File: src/rtl/op_sequencer_pkg.sv
// rtl/op_sequencer_pkg.sv - shared array package: controller and sequencer state encodings
package op_sequencer_pkg;

  typedef enum logic [1:0] {
    CTRL_RESET = 2'd0,
    CTRL_LOAD  = 2'd1,
    CTRL_READY = 2'd2,
    CTRL_RUN   = 2'd3
  } array_ctrl_state_t;

  typedef enum logic [2:0] {
    SEQ_IDLE  = 3'd0,
    SEQ_LOAD  = 3'd1,
    SEQ_READY = 3'd2,
    SEQ_START = 3'd3,
    SEQ_FLUSH = 3'd4
  } seq_state_t;

  localparam int FLUSH_LEN = 2;

endpackage

File: src/rtl/op_sequencer_phase_counter.sv
// rtl/op_sequencer_phase_counter.sv - loadable down-counter flagging the last cycle of a phase
module phase_counter #(
  parameter int WIDTH = 16
) (
  input  logic             clk_i,
  input  logic             f_sel_rst,
  input  logic             load,
  input  logic [WIDTH-1:0] load_value,
  input  logic             dec,
  output logic             expired
);

  logic [WIDTH-1:0] count;

  always_ff @(posedge clk_i or posedge f_sel_rst) begin
    if (f_sel_rst) begin
      count <= '0;
    end else if (load) begin
      count <= load_value;
    end else if (dec && (count != '0)) begin
      count <= count - 1'b1;
    end
  end

  // A count of one marks the final cycle of the running phase.
  assign expired = (count == WIDTH'(1));

endmodule

File: src/rtl/op_sequencer.sv
// rtl/op_sequencer.sv - sequences the LOAD/READY/START/FLUSH handshake to the array controller
module op_sequencer
  import op_sequencer_pkg::*;
#(
  parameter int N             = 3,
  parameter int LEN_WIDTH     = 16,
  parameter int NUM_COL_WIDTH = $clog2(N + 1),
  parameter int SEL_WIDTH     = $clog2(N)
) (
  input  logic                     clk_i,
  input  logic                     f_sel_rst,
  input  logic                     go_i,
  input  logic                     abort_i,
  input  logic [LEN_WIDTH-1:0]     load_len_i,
  input  logic [LEN_WIDTH-1:0]     ready_len_i,
  input  logic [LEN_WIDTH-1:0]     op_len_i,
  input  logic [NUM_COL_WIDTH-1:0] column_num_cfg_i,
  input  logic [SEL_WIDTH-1:0]     f_sel_cfg_i,
  input  logic [NUM_COL_WIDTH-1:0] filter_size_cfg_i,
  output logic                     rst_o,
  output logic                     load_o,
  output logic                     ready_o,
  output logic                     start_op_o,
  output logic [NUM_COL_WIDTH-1:0] column_num_o,
  output logic [SEL_WIDTH-1:0]     f_sel_o,
  output logic [NUM_COL_WIDTH-1:0] filter_size_o,
  output logic                     busy_o,
  output logic                     done_o,
  output logic [LEN_WIDTH-1:0]     op_count_o
);

  seq_state_t           state, state_next;
  logic [LEN_WIDTH-1:0] ready_len_q, op_len_q;
  logic [1:0]           flush_cnt;
  logic                 cnt_load, cnt_dec, cnt_expired;
  logic [LEN_WIDTH-1:0] cnt_value;

  function automatic logic [LEN_WIDTH-1:0] at_least_one(input logic [LEN_WIDTH-1:0] v);
    return (v == '0) ? LEN_WIDTH'(1) : v;
  endfunction

  phase_counter #(.WIDTH(LEN_WIDTH)) u_phase_counter (
    .clk_i      (clk_i),
    .f_sel_rst  (f_sel_rst),
    .load       (cnt_load),
    .load_value (cnt_value),
    .dec        (cnt_dec),
    .expired    (cnt_expired)
  );

  always_comb begin
    state_next = state;
    cnt_load   = 1'b0;
    cnt_dec    = 1'b0;
    cnt_value  = '0;
    case (state)
      SEQ_IDLE: begin
        if (go_i) begin
          state_next = SEQ_LOAD;
          cnt_load   = 1'b1;
          cnt_value  = at_least_one(load_len_i);
        end
      end
      SEQ_LOAD: begin
        if (abort_i) begin
          state_next = SEQ_FLUSH;
        end else if (cnt_expired) begin
          state_next = SEQ_READY;
          cnt_load   = 1'b1;
          cnt_value  = at_least_one(ready_len_q);
        end else begin
          cnt_dec = 1'b1;
        end
      end
      SEQ_READY: begin
        if (abort_i) begin
          state_next = SEQ_FLUSH;
        end else if (cnt_expired) begin
          state_next = SEQ_START;
          cnt_load   = 1'b1;
          cnt_value  = at_least_one(op_len_q);
        end else begin
          cnt_dec = 1'b1;
        end
      end
      SEQ_START: begin
        // A zero op length keeps START running until an abort arrives.
        if (abort_i) begin
          state_next = SEQ_FLUSH;
        end else if ((op_len_q != '0) && cnt_expired) begin
          state_next = SEQ_FLUSH;
        end else if (op_len_q != '0) begin
          cnt_dec = 1'b1;
        end
      end
      SEQ_FLUSH: begin
        if (flush_cnt == 2'(FLUSH_LEN - 1)) begin
          state_next = SEQ_IDLE;
        end
      end
      default: state_next = SEQ_IDLE;
    endcase
  end

  // Outputs are registered from the next state so they line up with the state register.
  always_ff @(posedge clk_i or posedge f_sel_rst) begin
    if (f_sel_rst) begin
      state         <= SEQ_IDLE;
      flush_cnt     <= 2'd0;
      ready_len_q   <= '0;
      op_len_q      <= '0;
      rst_o         <= 1'b1;
      load_o        <= 1'b0;
      ready_o       <= 1'b0;
      start_op_o    <= 1'b0;
      busy_o        <= 1'b0;
      done_o        <= 1'b0;
      op_count_o    <= '0;
      column_num_o  <= '0;
      f_sel_o       <= '0;
      filter_size_o <= '0;
    end else begin
      state      <= state_next;
      flush_cnt  <= (state == SEQ_FLUSH) ? flush_cnt + 2'd1 : 2'd0;
      rst_o      <= (state_next == SEQ_IDLE) || (state_next == SEQ_FLUSH);
      load_o     <= (state_next == SEQ_LOAD);
      ready_o    <= (state_next == SEQ_READY);
      start_op_o <= (state_next == SEQ_START);
      busy_o     <= (state_next != SEQ_IDLE);
      done_o     <= (state == SEQ_FLUSH) && (flush_cnt == 2'(FLUSH_LEN - 2));

      if ((state == SEQ_IDLE) && go_i) begin
        ready_len_q   <= ready_len_i;
        op_len_q      <= op_len_i;
        f_sel_o       <= f_sel_cfg_i;
        filter_size_o <= filter_size_cfg_i;
        column_num_o  <= ((column_num_cfg_i == '0) || (column_num_cfg_i > NUM_COL_WIDTH'(N)))
                         ? NUM_COL_WIDTH'(N) : column_num_cfg_i;
      end

      if ((state == SEQ_IDLE) && (state_next == SEQ_LOAD)) begin
        op_count_o <= '0;
      end else if ((state_next == SEQ_START) && (op_count_o != '1)) begin
        op_count_o <= op_count_o + 1'b1;
      end
    end
  end

endmodule

File: config.mk
export PLATFORM = sky130hd
export DESIGN_NAME = op_sequencer
export DESIGN_NICKNAME = d
export VERILOG_FILES = /design/src/rtl/op_sequencer_pkg.sv /design/src/rtl/op_sequencer_phase_counter.sv /design/src/rtl/op_sequencer.sv
export SDC_FILE = /design/constraint.sdc
export NUM_CORES = 1
export LEC_CHECK = 0
export ABC_AREA = 0
export BUFFER_PORTS_ARGS = -buffer_cell sky130_fd_sc_hd__buf_2
export CORE_MARGIN = 4
export CORE_UTILIZATION = 50
export CTS_CLUSTER_DIAMETER = 80
export DETAILED_ROUTE_END_ITERATION = 10
export PLACE_DENSITY = 0.75
export SETUP_SLACK_MARGIN = 0.4
export SKIP_CTS_REPAIR_TIMING = 1
export SLEW_MARGIN = 5
export SYNTH_ARGS = -nofsm -noshare
export SYNTH_HDL_FRONTEND = slang
export SYNTH_SLANG_ARGS = --single-unit
File: constraint.sdc
create_clock -name clk_i -period 2.7 [get_ports clk_i]
set_input_delay 0.81 -clock clk_i [delete_from_list [all_inputs] [get_ports clk_i]]
set_output_delay 0.81 -clock clk_i [all_outputs]
set_load 0.02 [all_outputs]
# Word level (Yosys, flattened, before mapping)
# Cells that the tools add are included.
# op_classes
mux	34
eq_ne	11
n_reduce_logical	21
addsub	3
magnitude_cmp	1
# ops
cell	n
16-bit 2-to-1 mux	12
16-bit logical NOT	3
16-bit one-hot mux with 3 select lines	1
16-bit nonzero test	2
3-bit 2-to-1 mux	8
16-bit by 1-bit adder with 16-bit output, second input constant	1
16-bit by 1-bit == test with 1-bit output, second input constant	1
16-bit inequality test, second input constant	1
16-bit by 1-bit subtractor with 16-bit output, second input constant	1
3-bit one-hot mux with 5 select lines	1
3-bit by 2-bit == test with 1-bit output, second input constant	4
1-bit 2-to-1 mux	8
3-bit by 1-bit == test with 1-bit output, second input constant	2
3-bit == test, second input constant	2
1-bit logical AND	6
3-bit logical NOT	2
2-bit logical NOT	2
2-bit 2-to-1 mux	2
1-bit one-hot mux with 2 select lines	2
2-bit nonzero test	2
3-bit nonzero test	1
2-bit by 1-bit adder with 2-bit output, second input constant	1
2-bit by 1-bit == test with 1-bit output, second input constant	1
2-bit > comparator, second input constant	1
2 further kinds	3
# totals
elab_cells	85
in_bits	58
out_inout_bits	28
reg_bits	81

# Longest topological paths before layout
# depth
ltp_word	9
ltp_mapped	11
mapped_depth_nobuf	8

# By module
# A second synthesis with hierarchy kept.
# unflattened
hier_cells	421
area_unflattened_um2	4302.9
# modules_own_cells
module	area_each_um2	cells_per_inst	seq_area_each_um2	instances
op_sequencer	3256.9	295	1627.8	1
phase_counter	1046.0	126	400.4	1

# Worst setup path before layout
# OpenSTA, ideal clock, no wires.
# synth_path
path_kind	input port to flip-flop
startpoint	input port abort_i
endpoint	register u_phase_counter.count[8]
setup_time_ns	0.146
path_stages	8
path_buffers	2
t_required_ns	2.554
path_slack_ns	0.477
arrival_time_ns	2.077
cell_sequence	or2_2 > buf_6 > nor2_1 > o21a_1 > buf_2 > nand3b_1 > o211ai_1 > o311ai_0
# synth_between
elab_chain_len	4
word_cells_on_any_way	11
cone_classes	mux (9); reduce/logical (2)
# synth_rtl
item	line_no	source
start, declared	op_sequencer.sv:13	input logic abort_i,
1-bit 2-to-1 mux, on equally long branches	op_sequencer.sv:88, op_sequencer.sv:76	
1-bit one-hot mux with 2 select lines	op_sequencer.sv:56	case (state)
1-bit logical AND	op_sequencer_phase_counter.sv:20	end else if (dec && (count != '0)) begin
2-bit nonzero test (no source line)	n/a	
end signal, assigned	op_sequencer_phase_counter.sv:19	count <= load_value;
end signal, assigned	op_sequencer_phase_counter.sv:21	count <= count - 1'b1;
end, declared	op_sequencer_phase_counter.sv:13	logic [WIDTH-1:0] count;
# Several ways; a longest one is shown, not always the timed one.
# A chain may end at the register's enable or synchronous reset.

# Worst setup path in the final report
# layout_path
startpoint	register u_phase_counter.count[7]
endpoint	register u_phase_counter.count[11]
# layout_between
elab_chain_len	7
word_cells_on_any_way	21
cone_classes	add/sub (1); eq/ne (1); mux (15); reduce/logical (4)
# layout_rtl
item
branches (longest 7 deep; another with 16-bit by 1-bit subtractor with 16-bit output)
# Several ways; the timed one is not identified. The select of a mux whose other input is x is not followed.

==> impl_summary.md <==
Run status
The run finished with clean final reports.

Yosys
The number of warnings reported in the yosys synthesis log is 0. The gate count after technology mapping is 473. Averaged over all synthesized cells, the footprint is 8.93 um2.

The synthesized netlist devotes 1.78% of its cell area to adder and majority cells. The xor and xnor area share after synthesis is 4.77%. The number of nets in the synthesized netlist is 537. The largest total area in the synthesized netlist belongs to dfrtp_1. The post-synthesis mux area share is 0.711%.

The combinational family with the most area after synthesis is simple AND/OR/NAND/NOR gates. Ranked by total cell area, the synthesized netlist is headed by dfrtp_1, nand2_1, a21oi_1, nor2_1, nor4_1. Of the total synthesized cell area, the portion taken by AND, OR, NAND and NOR gates is 29.8%.

The share of the synthesized area in the top cell type is 47.4%. The netlist uses 53 different library cells. The number of synthesized register bits is 81. Sequential elements use 48.0% of the synthesized area.

After synthesis the cells add up to 4220 um2. The post-synthesis compound-gate area fraction is 11.4%.

Critical path
The worst register-to-register path has a setup slack of 450 ps. The data arrival time at the worst-slack endpoint is 2480 ps. The worst setup path is launched from a register. The worst register-to-register path has a depth of 7. In this run the worst path has a maximum fanout of 4.

The endpoint of the lowest-slack register-to-register path is u_phase_counter.count[11]$_DFFE_PP0P_. The data required time at the worst endpoint is 2930 ps. The critical path endpoint category is a register. The setup path with the least slack is of type reg2reg. The critical register-to-register path startpoint is u_phase_counter.count[7]$_DFFE_PP0P_.

Clock network
Buffers inserted during clock tree synthesis total 9. The number of buffers on the longest clock path is 2. Clock-pin slew was measured on the worst setup and hold paths at 90 ps. The cell sitting at the root of the clock tree is a clkbuf_8. The maximum level of the CTS H-tree is 3.

The clock reaches the later pin of the worst-skew pair after 360 ps. Clock tree synthesis found a total of 81 sinks. The TritonCTS clock tree is yes.

Global routing
The aggregate global routing overflow is 0. The pin count of the biggest net entering global routing is 82. The number of antenna violations at the first check in global routing is 0.

The number of global-route vias before repair is 3796. The wire length of the first global-routing pass is 19100 um. The all-layer global routing usage is 24.0%.

Pwr
The worst supply voltage drop on vdd is 0.000563 V. The leakage power is 0.00243 uW. The internal portion of the total power is 2670 uW. The part of the power in combinational logic is 34.5%. The proportion of power drawn by the clock network is 18.4%. Dividing total power by cell area gives a power density of 895 nW/um2.

Per report_power, the sequential group accounts for 47.0% of the total. The switching component of the power is 1910 uW. The switching power as a share of total power is 41.7%.

Final layout
Cells fill 62.4% of the core in the end. In the final design database the tool counted 633 nets. The share of cells above drive strength 1 is 27.2%. The synthesis-to-finish area growth is 21.4%. The post-route non-filler standard cell count is 679. In the layout the commonest cells are nand2_1, buf_2, dfrtp_1.

Leaving out fill and tap cells, the most frequent cell in the layout is nand2_1. The number of antenna diodes in the final layout is 0.

Timing
The maximum clock frequency is 0.444 GHz. The fraction of the cycle the final worst path needs is 83.4%. Setup total negative slack on the finished layout was measured at 0 ps. On the final layout, the worst hold slack is 481 ps.

The minimum clock period is 2250 ps. The number of max-slew violations in the final report came to 0. At the pin with the least slew margin, the transition time is 598 ps.

The number of hold violations in the final report is 0. The final setup skew is 10.5 ps. Setup repair after global routing could not meet its margin everywhere.

The headroom to the max-slew limit is 59.8%. The final critical-path setup slack is 449 ps. The number of setup violations in the final report is 0.

Placed design
The count of input and output buffers is 85. The number of placed instances, taps included is 656. The placed wire-length estimate is 8360 um.

Routability-driven placement finished with a final weighted congestion of 0.979. Prior to clock tree synthesis, the placed netlist has a worst setup slack of 204 ps.

Floorplanning
The horizontal die dimension is 99.9 um. In this run the vertical extent of the chip is 99.9 um. The die covers 9980 um2. The top-level I/O count is 86. The floorplan row count is 33. For this configuration, the core starts out at a cell density of 51.4%. The core area is 8220 um2.

Hold path
The end point of the most critical hold path is filter_size_o[0]$_DFFE_PP0P_. The start point of the worst min-delay path is filter_size_o[0]$_DFFE_PP0P_. The hold path depth is 2.

The worst min-delay path category is reg2reg.

Flow run
The count of max-cap constraint violations is 0.

Detailed routing
The initial DRC count is 342. Summed over all layers, the routed wires come to 11600 um. The average wire per standard cell is 17.1 um. The overall via count from detail_route is 3858. The iteration count of the initial detailed-routing pass is 5. For this run, design rule violations remaining after detail routing come to 0. The residual antenna-violating net count after detailed routing is 0.

The per-cell via count in the routed design is 5.68.
-- final cells by class --
cell class                 count  area (um2)
fill                         710        3090
multi-input combinational    361        2140
sequential                    81        2030
timing repair buffer         108         611
tap                          105         131
clock buffer                   9         124
clock inverter                 7        61.3
inverter                       8        33.8
-- cell families after synthesis --
family | Yosys count
simple gates | 259
flops | 81
compound gates | 70
buf+inv | 31
xor+xnor | 23
fa+ha+maj | 6
mux | 3
-- sequential cells by signal (all words and copies together), names as in the netlist, 2 cells and up --
signal / count
column_num_o: 2
f_sel_o: 2
filter_size_o: 2
flush_cnt: 2
op_count_o: 16
op_len_q: 16
ready_len_q: 16
state: 3
u_phase_counter.count: 16
-- per-layer routing --
| metal | global-route usage (%) | part of all wire, % |
|---|---|---|
| met1 | 31.8 | 41 |
| met2 | 38.0 | 49 |
| met3 | 6.46 | 7.6 |
| met4 | 8.61 | 2.8 |
| met5 | 0 | 0 |
-- per-stage QoR --
stage	instance area, um2	total power [uW]
global route	5130	4920
detailed placement	4810	3650
finish	5130	4590
CTS	4990	4500
floorplan	4230	3080
global placement	4810	3590
-- worst max path at each step --
stage	startpoint	to	slack, ps	cells after the start
floorplan	abort_i	u_phase_counter.count[8]$_DFFE_PP0P_	480	8
global placement	abort_i	u_phase_counter.count[5]$_DFFE_PP0P_	250	7
detailed placement	u_phase_counter.count[1]$_DFFE_PP0P_	op_count_o[15]$_DFFE_PP0P_	200	8
CTS	u_phase_counter.count[1]$_DFFE_PP0P_	op_count_o[15]$_DFFE_PP0P_	90	8
global route	u_phase_counter.count[7]$_DFFE_PP0P_	u_phase_counter.count[11]$_DFFE_PP0P_	360	7
finish	u_phase_counter.count[7]$_DFFE_PP0P_	u_phase_counter.count[11]$_DFFE_PP0P_	450	7
-- cells in the mapped netlist, drive strengths merged --
| cell | instances |
|---|---|
| a211oi | 4 |
| a21o | 1 |
| a21oi | 22 |
| a22o | 9 |
| a22oi | 7 |
| a311o | 1 |
| a31oi | 1 |
| a32oi | 1 |
| a41oi | 2 |
| and2 | 2 |
| and2b | 1 |
| and3 | 6 |
| and4 | 7 |
| buf | 9 |
| clkbuf | 13 |
| dfrtp | 80 |
| dfstp | 1 |
| dlymetal6s2s | 1 |
| ha | 6 |
| inv | 8 |
| mux2i | 3 |
| nand2 | 141 |
| nand2b | 2 |
| nand3 | 14 |
| nand3b | 5 |
| nand4 | 7 |
| nand4b | 2 |
| nor2 | 29 |
| nor2b | 1 |
| nor3 | 9 |
| nor3b | 4 |
| nor4 | 17 |
| nor4b | 5 |
| o211ai | 8 |
| o21a | 4 |
| o21ai | 6 |
| o311ai | 2 |
| o31ai | 2 |
| or2 | 2 |
| or2b | 1 |
| or3 | 2 |
| or4 | 1 |
| or4bb | 1 |
| xnor2 | 12 |
| xor2 | 11 |
-- critical path: stages, from the launching register on --
cell and delay (ps):
dfrtp_1 420, or4_4 570, nor4b_4 320, buf_4 190, a21oi_1 110, nand4b_1 220
xor2_2 200, o211ai_1 100
-- power by group through the flow --
| stage | combinational [uW] | sequential, uW | clock (uW) |
|---|---|---|---|
| 2_1_floorplan | 1020 | 2050 | 0 |
| 6_report | 1580 | 2160 | 845 |
| 3_3_place_gp | 1460 | 2130 | 0 |
| 3_5_place_dp | 1510 | 2140 | 0 |
| 5_1_grt | 1790 | 2210 | 924 |
| 4_1_cts | 1510 | 2120 | 862 |
No activity file was read; power rests on OpenSTA's default activity.
